--- src/rtl/uc_spi_master.sv ---
// SPI mode-0 initiator (MSB first) with a FWFT tx byte source, a strobed rx
// byte sink, one transaction per start pulse, and a synchronised slave interrupt.
module uc_spi_master #(
  parameter int unsigned CLK_DIV = 4
) (
  input  logic        clk,
  input  logic        rst_n,
  input  logic        start,
  input  logic [10:0] xfer_len,
  input  logic [7:0]  tx_data,
  output logic        tx_strobe,
  output logic [7:0]  rx_data,
  output logic        rx_strobe,
  output logic        busy,
  output logic        done,
  output logic        spi_clk,
  output logic        spi_cs,
  output logic        spi_mosi,
  input  logic        spi_miso,
  input  logic        look_at_me,
  output logic        attention
);

  localparam logic [1:0] ST_IDLE  = 2'd0;
  localparam logic [1:0] ST_SHIFT = 2'd1;
  localparam logic [1:0] ST_HOLD  = 2'd2;
  localparam logic [1:0] ST_GAP   = 2'd3;

  localparam logic [7:0] DIV_LAST = 8'(CLK_DIV - 1);

  logic [1:0]  state_r;
  logic [1:0]  state_s;
  logic [7:0]  div_cnt_r;
  logic [2:0]  bit_cnt_r;
  logic [10:0] byte_cnt_r;
  logic [7:0]  tx_shift_r;
  logic [7:0]  rx_shift_r;
  logic        gap_half_r;
  logic        spi_clk_r;
  logic        spi_cs_r;
  logic        busy_r;
  logic        done_r;
  logic        tx_strobe_r;
  logic        rx_strobe_r;
  logic [7:0]  rx_data_r;
  logic        sync1_r;
  logic        sync2_r;

  logic div_end_s;
  logic accept_s;
  logic rise_evt_s;
  logic fall_evt_s;
  logic last_byte_s;
  logic byte_end_s;
  logic load_s;
  logic hold_end_s;
  logic gap_end_s;

  // Timing events; every half-period of spi_clk ends when the divider wraps.
  assign div_end_s   = (div_cnt_r == DIV_LAST);
  assign accept_s    = (state_r == ST_IDLE) && start && (xfer_len != 11'd0);
  assign rise_evt_s  = (state_r == ST_SHIFT) && div_end_s && !spi_clk_r;
  assign fall_evt_s  = (state_r == ST_SHIFT) && div_end_s && spi_clk_r;
  assign last_byte_s = (byte_cnt_r == 11'd1);
  assign byte_end_s  = fall_evt_s && (bit_cnt_r == 3'd7);
  assign load_s      = accept_s || (byte_end_s && !last_byte_s);
  assign hold_end_s  = (state_r == ST_HOLD) && div_end_s;
  assign gap_end_s   = (state_r == ST_GAP) && div_end_s && gap_half_r;

  // Transaction sequencing.
  always_comb begin
    state_s = state_r;
    case (state_r)
      ST_IDLE: begin
        if (accept_s) state_s = ST_SHIFT;
        else          state_s = ST_IDLE;
      end
      ST_SHIFT: begin
        if (byte_end_s && last_byte_s) state_s = ST_HOLD;
        else                           state_s = ST_SHIFT;
      end
      ST_HOLD: begin
        if (hold_end_s) state_s = ST_GAP;
        else            state_s = ST_HOLD;
      end
      ST_GAP: begin
        if (gap_end_s) state_s = ST_IDLE;
        else           state_s = ST_GAP;
      end
      default: state_s = ST_IDLE;
    endcase
  end

  // State register.
  always_ff @(posedge clk or negedge rst_n) begin
    if (!rst_n) state_r <= ST_IDLE;
    else        state_r <= state_s;
  end

  // Half-period divider, parked at zero while idle.
  always_ff @(posedge clk or negedge rst_n) begin
    if (!rst_n)                               div_cnt_r <= 8'd0;
    else if ((state_r == ST_IDLE) || div_end_s) div_cnt_r <= 8'd0;
    else                                      div_cnt_r <= div_cnt_r + 8'd1;
  end

  // The CS gap is two half-periods long; this flag marks the second one.
  always_ff @(posedge clk or negedge rst_n) begin
    if (!rst_n)                                  gap_half_r <= 1'b0;
    else if (hold_end_s)                         gap_half_r <= 1'b0;
    else if ((state_r == ST_GAP) && div_end_s)   gap_half_r <= 1'b1;
    else                                         gap_half_r <= gap_half_r;
  end

  // Bit and byte counters.
  always_ff @(posedge clk or negedge rst_n) begin
    if (!rst_n) begin
      bit_cnt_r  <= 3'd0;
      byte_cnt_r <= 11'd0;
    end else if (accept_s) begin
      bit_cnt_r  <= 3'd0;
      byte_cnt_r <= xfer_len;
    end else if (fall_evt_s) begin
      bit_cnt_r  <= bit_cnt_r + 3'd1;
      byte_cnt_r <= byte_end_s ? (byte_cnt_r - 11'd1) : byte_cnt_r;
    end else begin
      bit_cnt_r  <= bit_cnt_r;
      byte_cnt_r <= byte_cnt_r;
    end
  end

  // MOSI is the top of the tx shifter; after the last bit it has shifted to 0.
  always_ff @(posedge clk or negedge rst_n) begin
    if (!rst_n)          tx_shift_r <= 8'd0;
    else if (load_s)     tx_shift_r <= tx_data;
    else if (fall_evt_s) tx_shift_r <= {tx_shift_r[6:0], 1'b0};
    else                 tx_shift_r <= tx_shift_r;
  end

  // MISO is captured on the cycle spi_clk goes high.
  always_ff @(posedge clk or negedge rst_n) begin
    if (!rst_n)          rx_shift_r <= 8'd0;
    else if (rise_evt_s) rx_shift_r <= {rx_shift_r[6:0], spi_miso};
    else                 rx_shift_r <= rx_shift_r;
  end

  // Received byte and byte-stream strobes.
  always_ff @(posedge clk or negedge rst_n) begin
    if (!rst_n) begin
      rx_data_r   <= 8'd0;
      rx_strobe_r <= 1'b0;
      tx_strobe_r <= 1'b0;
    end else begin
      rx_data_r   <= byte_end_s ? rx_shift_r : rx_data_r;
      rx_strobe_r <= byte_end_s;
      tx_strobe_r <= load_s;
    end
  end

  // Serial clock.
  always_ff @(posedge clk or negedge rst_n) begin
    if (!rst_n)          spi_clk_r <= 1'b0;
    else if (rise_evt_s) spi_clk_r <= 1'b1;
    else if (fall_evt_s) spi_clk_r <= 1'b0;
    else                 spi_clk_r <= spi_clk_r;
  end

  // Chip select, busy and done.
  always_ff @(posedge clk or negedge rst_n) begin
    if (!rst_n) begin
      spi_cs_r <= 1'b1;
      busy_r   <= 1'b0;
      done_r   <= 1'b0;
    end else begin
      if (accept_s)        spi_cs_r <= 1'b0;
      else if (hold_end_s) spi_cs_r <= 1'b1;
      else                 spi_cs_r <= spi_cs_r;
      if (accept_s)        busy_r <= 1'b1;
      else if (gap_end_s)  busy_r <= 1'b0;
      else                 busy_r <= busy_r;
      done_r <= hold_end_s;
    end
  end

  // Two-flop synchroniser for the slave interrupt.
  always_ff @(posedge clk or negedge rst_n) begin
    if (!rst_n) begin
      sync1_r <= 1'b0;
      sync2_r <= 1'b0;
    end else begin
      sync1_r <= look_at_me;
      sync2_r <= sync1_r;
    end
  end

  assign tx_strobe = tx_strobe_r;
  assign rx_data   = rx_data_r;
  assign rx_strobe = rx_strobe_r;
  assign busy      = busy_r;
  assign done      = done_r;
  assign spi_clk   = spi_clk_r;
  assign spi_cs    = spi_cs_r;
  assign spi_mosi  = tx_shift_r[7];
  assign attention = sync2_r;

endmodule

--- config.mk ---
export PLATFORM = sky130hd
export DESIGN_NAME = uc_spi_master
export DESIGN_NICKNAME = d
export VERILOG_FILES = /design/src/rtl/uc_spi_master.sv
export SDC_FILE = /design/constraint.sdc
export NUM_CORES = 1
export LEC_CHECK = 0
export ABC_CLOCK_PERIOD_IN_PS = 1910
export CAP_MARGIN = 20
export CORE_ASPECT_RATIO = 0.7
export CORE_UTILIZATION = 45
export DETAILED_ROUTE_END_ITERATION = 10
export PLACE_DENSITY_LB_ADDON = 0.08
export SYNTH_ARGS = -nofsm -noshare
export SYNTH_HDL_FRONTEND = slang
export SYNTH_SLANG_ARGS = --single-unit
--- constraint.sdc ---
create_clock -name clk -period 1.91 [get_ports clk]
set_input_delay 0.382 -clock clk [delete_from_list [all_inputs] [get_ports clk]]
set_output_delay 0.382 -clock clk [all_outputs]
set_load 0.02 [all_outputs]
==> results of run 1 <==
[synth_stat cells (2+ instances only)]
master | n | area share
dfrtp_1 | 56 | 0.55
nand2_1 | 52 | 0.076
nor2_1 | 20 | 0.029
mux2_2 | 9 | 0.040
o21ai_0 | 9 | 0.018
o21ai_1 | 8 | 0.016
a22oi_1 | 7 | 0.020
o211ai_1 | 7 | 0.020
a21oi_1 | 5 | 0.0098
ha_1 | 5 | 0.024
nand3_1 | 5 | 0.0098
xor2_1 | 5 | 0.017
and3_1 | 4 | 0.0098
clkbuf_1 | 4 | 0.0059
or4_1 | 4 | 0.012
xnor2_1 | 4 | 0.014
a21o_1 | 3 | 0.0088
buf_2 | 3 | 0.0059
inv_1 | 3 | 0.0044
and2_1 | 2 | 0.0049
buf_6 | 2 | 0.0088
mux2i_1 | 2 | 0.0078
nand4_1 | 2 | 0.0049
nor2b_1 | 2 | 0.0049
nor3_1 | 2 | 0.0039
nor3b_1 | 2 | 0.0059
nor4_1 | 2 | 0.0049
or3_1 | 2 | 0.0049
[final timing paths]
check,start,to,slack [ps]
min in group clk,xfer_len[9],byte_cnt_r[9],320
hold / removal,rst_n,byte_cnt_r[10],40
hold reg to reg,sync1_r,attention,360
setup / recovery,xfer_len[3],byte_cnt_r[9],20
setup reg to reg,div_cnt_r[1],rx_shift_r[4],30
max in group asynchronous,rst_n,spi_cs,1590
[final cells by class]
class	instances	area [sq um]
flip-flops and latches	57	1430
inverters	3	11.3
fillers	426	1790
clock buffers	10	128
well taps	72	90.1
clock inverters	6	45.0
repair buffers	72	722
multi-input cells	179	1160
[routing by layer]
metal	vias up	wire, um	GRT usage
met5	-	0	0
met4	0	82	0.0820
met3	8	305	0.0648
met2	49	2480	0.321
met1	994	2740	0.274
li1	1017	-	-
[what timing repair did]
item,CTS,global route
cloned,0,2
hold buffers,0,0
gates resized for setup,13,24
pin swaps,4,7
setup endpoints to repair,30,28
setup buffers,0,3
[registers in the layout, indices dropped and copies added (netlist names)]
register    count
attention       1
bit_cnt_r       3
busy            1
byte_cnt_r     11
div_cnt_r       8
done            1
gap_half_r      1
rx_data         8
rx_shift_r      8
rx_strobe       1
spi_clk         1
spi_cs          1
state_r         2
sync1_r         1
tx_shift_r      8
tx_strobe       1
[through the flow]
stage / instance area [sq um] / hold slack (ps)
floorplan: 2560 / 86.4
global placement: 3210 / 333
detailed placement: 3210 / 336
CTS: 3410 / 39.6
global route: 3580 / 60.9
finish: 3580 / 42.3
[worst register-to-register path, stage by stage, from the launching register on]
cell     delay [ps]
dfrtp_1         380
ha_2            190
or3b_4          400
nor2_4          140
nand2_2          90
nor2_4          120
buf_12          140
mux2_2          320
[logic make-up after synthesis]
kind of cell / synth area share
and+or+nand+nor: 0.200
DFF: 0.557
AOI/OAI and AO/OA: 0.116
buffers and inverters: 0.0249
muxes: 0.0473
xor gates and xnor gates: 0.0307
adders and majority gates: 0.0244
[power groups by stage]
| stage | registers (uW) | logic [uW] | clock network (uW) |
|---|---|---|---|
| finish | 1230 | 109 | 967 |
| global route | 1230 | 120 | 1050 |
| CTS | 1230 | 108 | 1000 |
| detailed placement | 1250 | 110 | 0 |
| global placement | 1250 | 110 | 0 |
| floorplan | 1250 | 11.8 | 0 |
==> results_dict.tcl, run 1 <==
set metrics [dict create \
    syn_to_final_growth_pct 39.7 \
    seqPwrFrac 0.533 \
    timing.final.ws_setup_ps 23.7 \
    setup_violations 0 \
    n_antenna_cell 0 \
    fin_util 0.667 \
    synth_area_sq_um 2560 \
    dr.pass1.iters 4 \
    worst-path-stages 7 \
    synth.ff_latch_count 57 \
    setup-tns-final_ps 0 \
    ant_nets 0 \
    async_flop_share 1.00 \
    fp.dieArea_sq_um 6010 \
    core_sq_um 5370 \
    drcViolationCount 0 \
    swShare 0.239 \
    comb_power_share 0.047 \
    antenna_found_initial 0 \
    final_common_cell "dfrtp_1" \
    cp-end-kind "flop" \
    viasPerCell 5.18 \
    min_path_type "input port to asynchronous set/reset pin" \
    avgSynthCellArea_sq_um 10.3 \
    start_util 0.478 \
    path_buf_inv 2 \
    fin_cells 399 \
    slowest_delay_ps 460 \
    synthCells 248 \
    io_pins 40 \
    power_density_nw_per_um2 643 \
    period_minus_slack_ps 1890 \
    layout.nets 351 \
    drive_gt1_frac 0.235 \
    p_leak_uw 0.00166 \
    cts.path.max_buffers 2 \
    yosys_warnings 0 \
    cts_buffers 9 \
    cp_cell_sequence "clkdlybuf4s50_1, or3_1, o311a_4, nor2_4, buf_4, o21ai_0, o311ai_0" \
    skew_ps 9.55 \
    slew_headroom 0.752 \
    grt_pass1_wl_um 9320 \
    drt_iter0_drc 90 \
    final_max_slew_viol_count 0 \
    port_buffers 39 \
    num_vias 2068 \
    netSwitchingPower_uw 550 \
    syn_nets 277 \
    synth_edf_count 0 \
    synth_ff_type "dfrtp_1" \
    cp.arrival_ps 2110 \
    cts_root_buf "clkbuf_8" \
    clock_sinks 57 \
    crit_fanout 5 \
    grt_pass1_vias 1992 \
    crit_family "compound AO/OA/AOI/OAI gates" \
    p_int_uw 1750 \
    hold_viol 0 \
    ys_types 45 \
    clkPwrFrac 0.420 \
    gr-total-overflow 0 \
    fin_crit_sh 0.988 \
    cts.clk_slew.worst_paths_ps 70 \
    worstRegToRegCells 7 \
    worst-setup-path-type "input port to flop" \
    cp.required_ps 2130 \
    rows 22 \
    place_ws_ps -443 \
    final_cell_mix "dfrtp_1, nand2_1, clkdlybuf4s50_1" \
    vdd_drop_max_v 0.000443 \
    worst_pin_slew_ps 371 \
    cp_slowest_cell "o311a_4" \
    die_w_um 92.2 \
    outcome "finished, final reports clean" \
    seq_area_frac_synth 0.557 \
    wl_per_cell_um 14.1 \
    place_congestion 0.823 \
    hpwl_um 3830 \
    die_h_um 65.2 \
    htree_levels 3 \
    critical_path.startpoint_type "input port" \
    cts_tree "yes" \
    finalPower_uw 2300 \
    cap_viol_max_count 0 \
    dp_cells 378 \
    grt_max_degree 58 \
    routed_wl_um 5610 \
    clkLatencyLatePin_ps 340 \
    grt_usage 0.207 \
    fmax_mhz 530 \
]
Note: power is estimated with default switching activity, not from simulation.
==> run 2, diff against run 1 <==
--- a/config.mk
+++ b/config.mk
@@ -5,10 +5,10 @@
 export SDC_FILE = /design/constraint.sdc
 export NUM_CORES = 1
 export LEC_CHECK = 0
-export ABC_CLOCK_PERIOD_IN_PS = 1910
+export ABC_CLOCK_PERIOD_IN_PS = 1900
 export CAP_MARGIN = 20
 export CORE_ASPECT_RATIO = 0.7
-export CORE_UTILIZATION = 45
+export CORE_UTILIZATION = 53
 export DETAILED_ROUTE_END_ITERATION = 10
 export PLACE_DENSITY_LB_ADDON = 0.08
 export SYNTH_ARGS = -nofsm -noshare
==> constraint.sdc (replaced) <==
create_clock -name clk -period 1.9 [get_ports clk]
set_input_delay 0.38 -clock clk [delete_from_list [all_inputs] [get_ports clk]]
set_output_delay 0.38 -clock clk [all_outputs]
set_load 0.02 [all_outputs]
==> run 2 against run 1 <==
Net effect:
- the flow now finishes with violations (negative setup slack)
- register-to-register slack worse by 50 ps
- worst hold slack worse by 35 ps
- first-iteration DRC count up 93%
- combinational power up 5%
- clock power up 2%
- utilization up 14 points
- via count up 5.4%
- critical path depth unchanged
- clock-buffer cell count up 3
- sequential cell count unchanged
==> results_dict.tcl, run 2 (synthesis gave the netlist of run 1 again) <==
set metrics [dict create \
    outcome "complete, but fails checks" \
    violations "negative setup slack" \
    crit_fanout 11 \
    clock_sinks 57 \
    htree_levels 3 \
    syn_to_final_growth_pct 40.5 \
    grt_pass1_vias 2082 \
    cts.clk_slew.worst_paths_ps 60 \
    cts_hold_buf 0 \
    fin_crit_sh 1.01 \
    cts_buffers 9 \
    cts.path.max_buffers 2 \
    vdd_drop_max_v 0.000561 \
    finalPower_uw 2330 \
    p_int_uw 1800 \
    timing.final.ws_setup_ps -19.9 \
    min_path_type "input port to asynchronous set/reset pin" \
    power_density_nw_per_um2 647 \
    final_max_slew_viol_count 0 \
    setup_violations 2 \
    rows 20 \
    cp.required_ps 2180 \
    cts_tree "yes" \
    io_pins 40 \
    core_sq_um 4480 \
    worst-setup-path-type "flop to flop" \
    grt_pass1_wl_um 9920 \
    gr-total-overflow 0 \
    place_congestion 0.823 \
    cts_root_buf "clkbuf_8" \
    port_buffers 39 \
    wl_per_cell_um 16.7 \
    start_util 0.573 \
    regMostFlops "byte_cnt_r" \
    die_w_um 85.2 \
    drive_gt1_frac 0.257 \
    grt_max_degree 37 \
    layout.nets 355 \
    largest_reg_flops 11 \
    comb_power_share 0.049 \
    p_leak_uw 0.00168 \
    cp-end-kind "flop" \
    cp.arrival_ps 2200 \
    viasPerCell 5.65 \
    fp.dieArea_sq_um 5130 \
    slew_headroom 0.650 \
    ant_nets 0 \
    drt_iter0_drc 174 \
    final_cell_mix "dfrtp_1, nand2_1, clkdlybuf4s50_1" \
    n_antenna_cell 0 \
    grt_usage 0.264 \
    die_h_um 60.2 \
    swShare 0.229 \
    cap_viol_max_count 0 \
    fmax_mhz 521 \
    skew_ps 9.12 \
    clkPwrFrac 0.421 \
    dp_cells 362 \
    fin_cells 386 \
    clkLatencyLatePin_ps 340 \
    worst_pin_slew_ps 525 \
    seqPwrFrac 0.530 \
    period_minus_slack_ps 1920 \
    critical_path.startpoint_type "flop" \
    antenna_found_initial 0 \
    final_common_cell "dfrtp_1" \
    num_vias 2180 \
    drcViolationCount 0 \
    hold_viol 0 \
    hold_ws_ps 7.17 \
    netSwitchingPower_uw 535 \
    routed_wl_um 6430 \
    hpwl_um 4100 \
    rsz0062_at_grt "yes" \
    dr.pass1.iters 4 \
]
## run 2: cell count changes in the layout (fill, tap and decap cells not counted), sizes merged
cell	before	now
buf	32	37
clkinvlp	3	1
nor2	22	23
clkbuf	12	13
dlymetal6s2s	5	6
clkinv	3	2
dlygate4sd2	3	2
## run 2: power by group through the flow
stage | combinational (uW) | clock [uW] | sequential [uW]
after floorplan | 11.9 | 0 | 1260
after global routing | 124 | 1060 | 1240
after CTS | 112 | 993 | 1240
final | 114 | 983 | 1240
after detailed placement | 111 | 0 | 1260
after global placement | 110 | 0 | 1260
## run 2: repair_timing
action	4_1_cts	5_1_grt
setup buffers	1	5
gates cloned	1	1
setup endpoints to repair	28	27
pin swaps	3	10
resized for setup	21	30
## run 2: area by class of cell
cell class | count | area [sq um]
flip-flops and latches | 57 | 1430
multi-input cells | 180 | 1210
fillers | 285 | 875
repair buffers | 75 | 717
clock buffers | 13 | 149
well taps | 55 | 68.8
clock inverters | 3 | 17.5
inverters | 3 | 11.3
## run 2: final timing paths
kind	startpoint	cells past startpoint	to	slack, ps
worst max-delay path	div_cnt_r[6]	7	byte_cnt_r[8]	-20
worst min-delay path	rst_n	1	rx_strobe	7
worst max register to register	div_cnt_r[6]	7	byte_cnt_r[8]	-20
worst min register to register	sync1_r	0	attention	360
max in group asynchronous	rst_n	2	rx_shift_r[7]	1330
min in group clk	xfer_len[10]	3	byte_cnt_r[10]	350
## run 2: routing by layer
layer / part of all wire / vias to the layer above / global-route usage
met1: 0.46 / 1047 / 0.360
met2: 0.46 / 80 / 0.410
met3: 0.063 / 22 / 0.0843
met5: 0 / - / 0
met4: 0.024 / 0 / 0.0726
li1: - / 1031 / -
## run 2: critical path, stage by stage (launching register included)
cell and delay, ps:
dfrtp_1 390, buf_4 160, nor4_4 380, nand4_1 220
buf_6 210, nor4_1 360, a21oi_2 70, nand2_1 70
## run 2: through the flow
stage / worst slack [ps] / area, sq um / util / setup TNS (ps)
final: -19.9 / 3600 / 0.805 / -21.0
after global routing: -118 / 3600 / 0.805 / -753
after CTS: -16.6 / 3450 / 0.770 / -107
after detailed placement: -589 / 3200 / 0.714 / -11490
after global placement: -479 / 3200 / 0.714 / -10200
after floorplan: 9.70 / 2560 / - / 0
==> run 3, diff against run 2 <==
--- a/config.mk
+++ b/config.mk
@@ -11,6 +11,7 @@
 export CORE_UTILIZATION = 53
 export DETAILED_ROUTE_END_ITERATION = 10
 export PLACE_DENSITY_LB_ADDON = 0.08
+export SLEW_MARGIN = 15
 export SYNTH_ARGS = -nofsm -noshare
 export SYNTH_HDL_FRONTEND = slang
 export SYNTH_SLANG_ARGS = --single-unit
==> results of run 3 <==
Same layout as run 2: the final DEF is identical, and so are final timing and power.
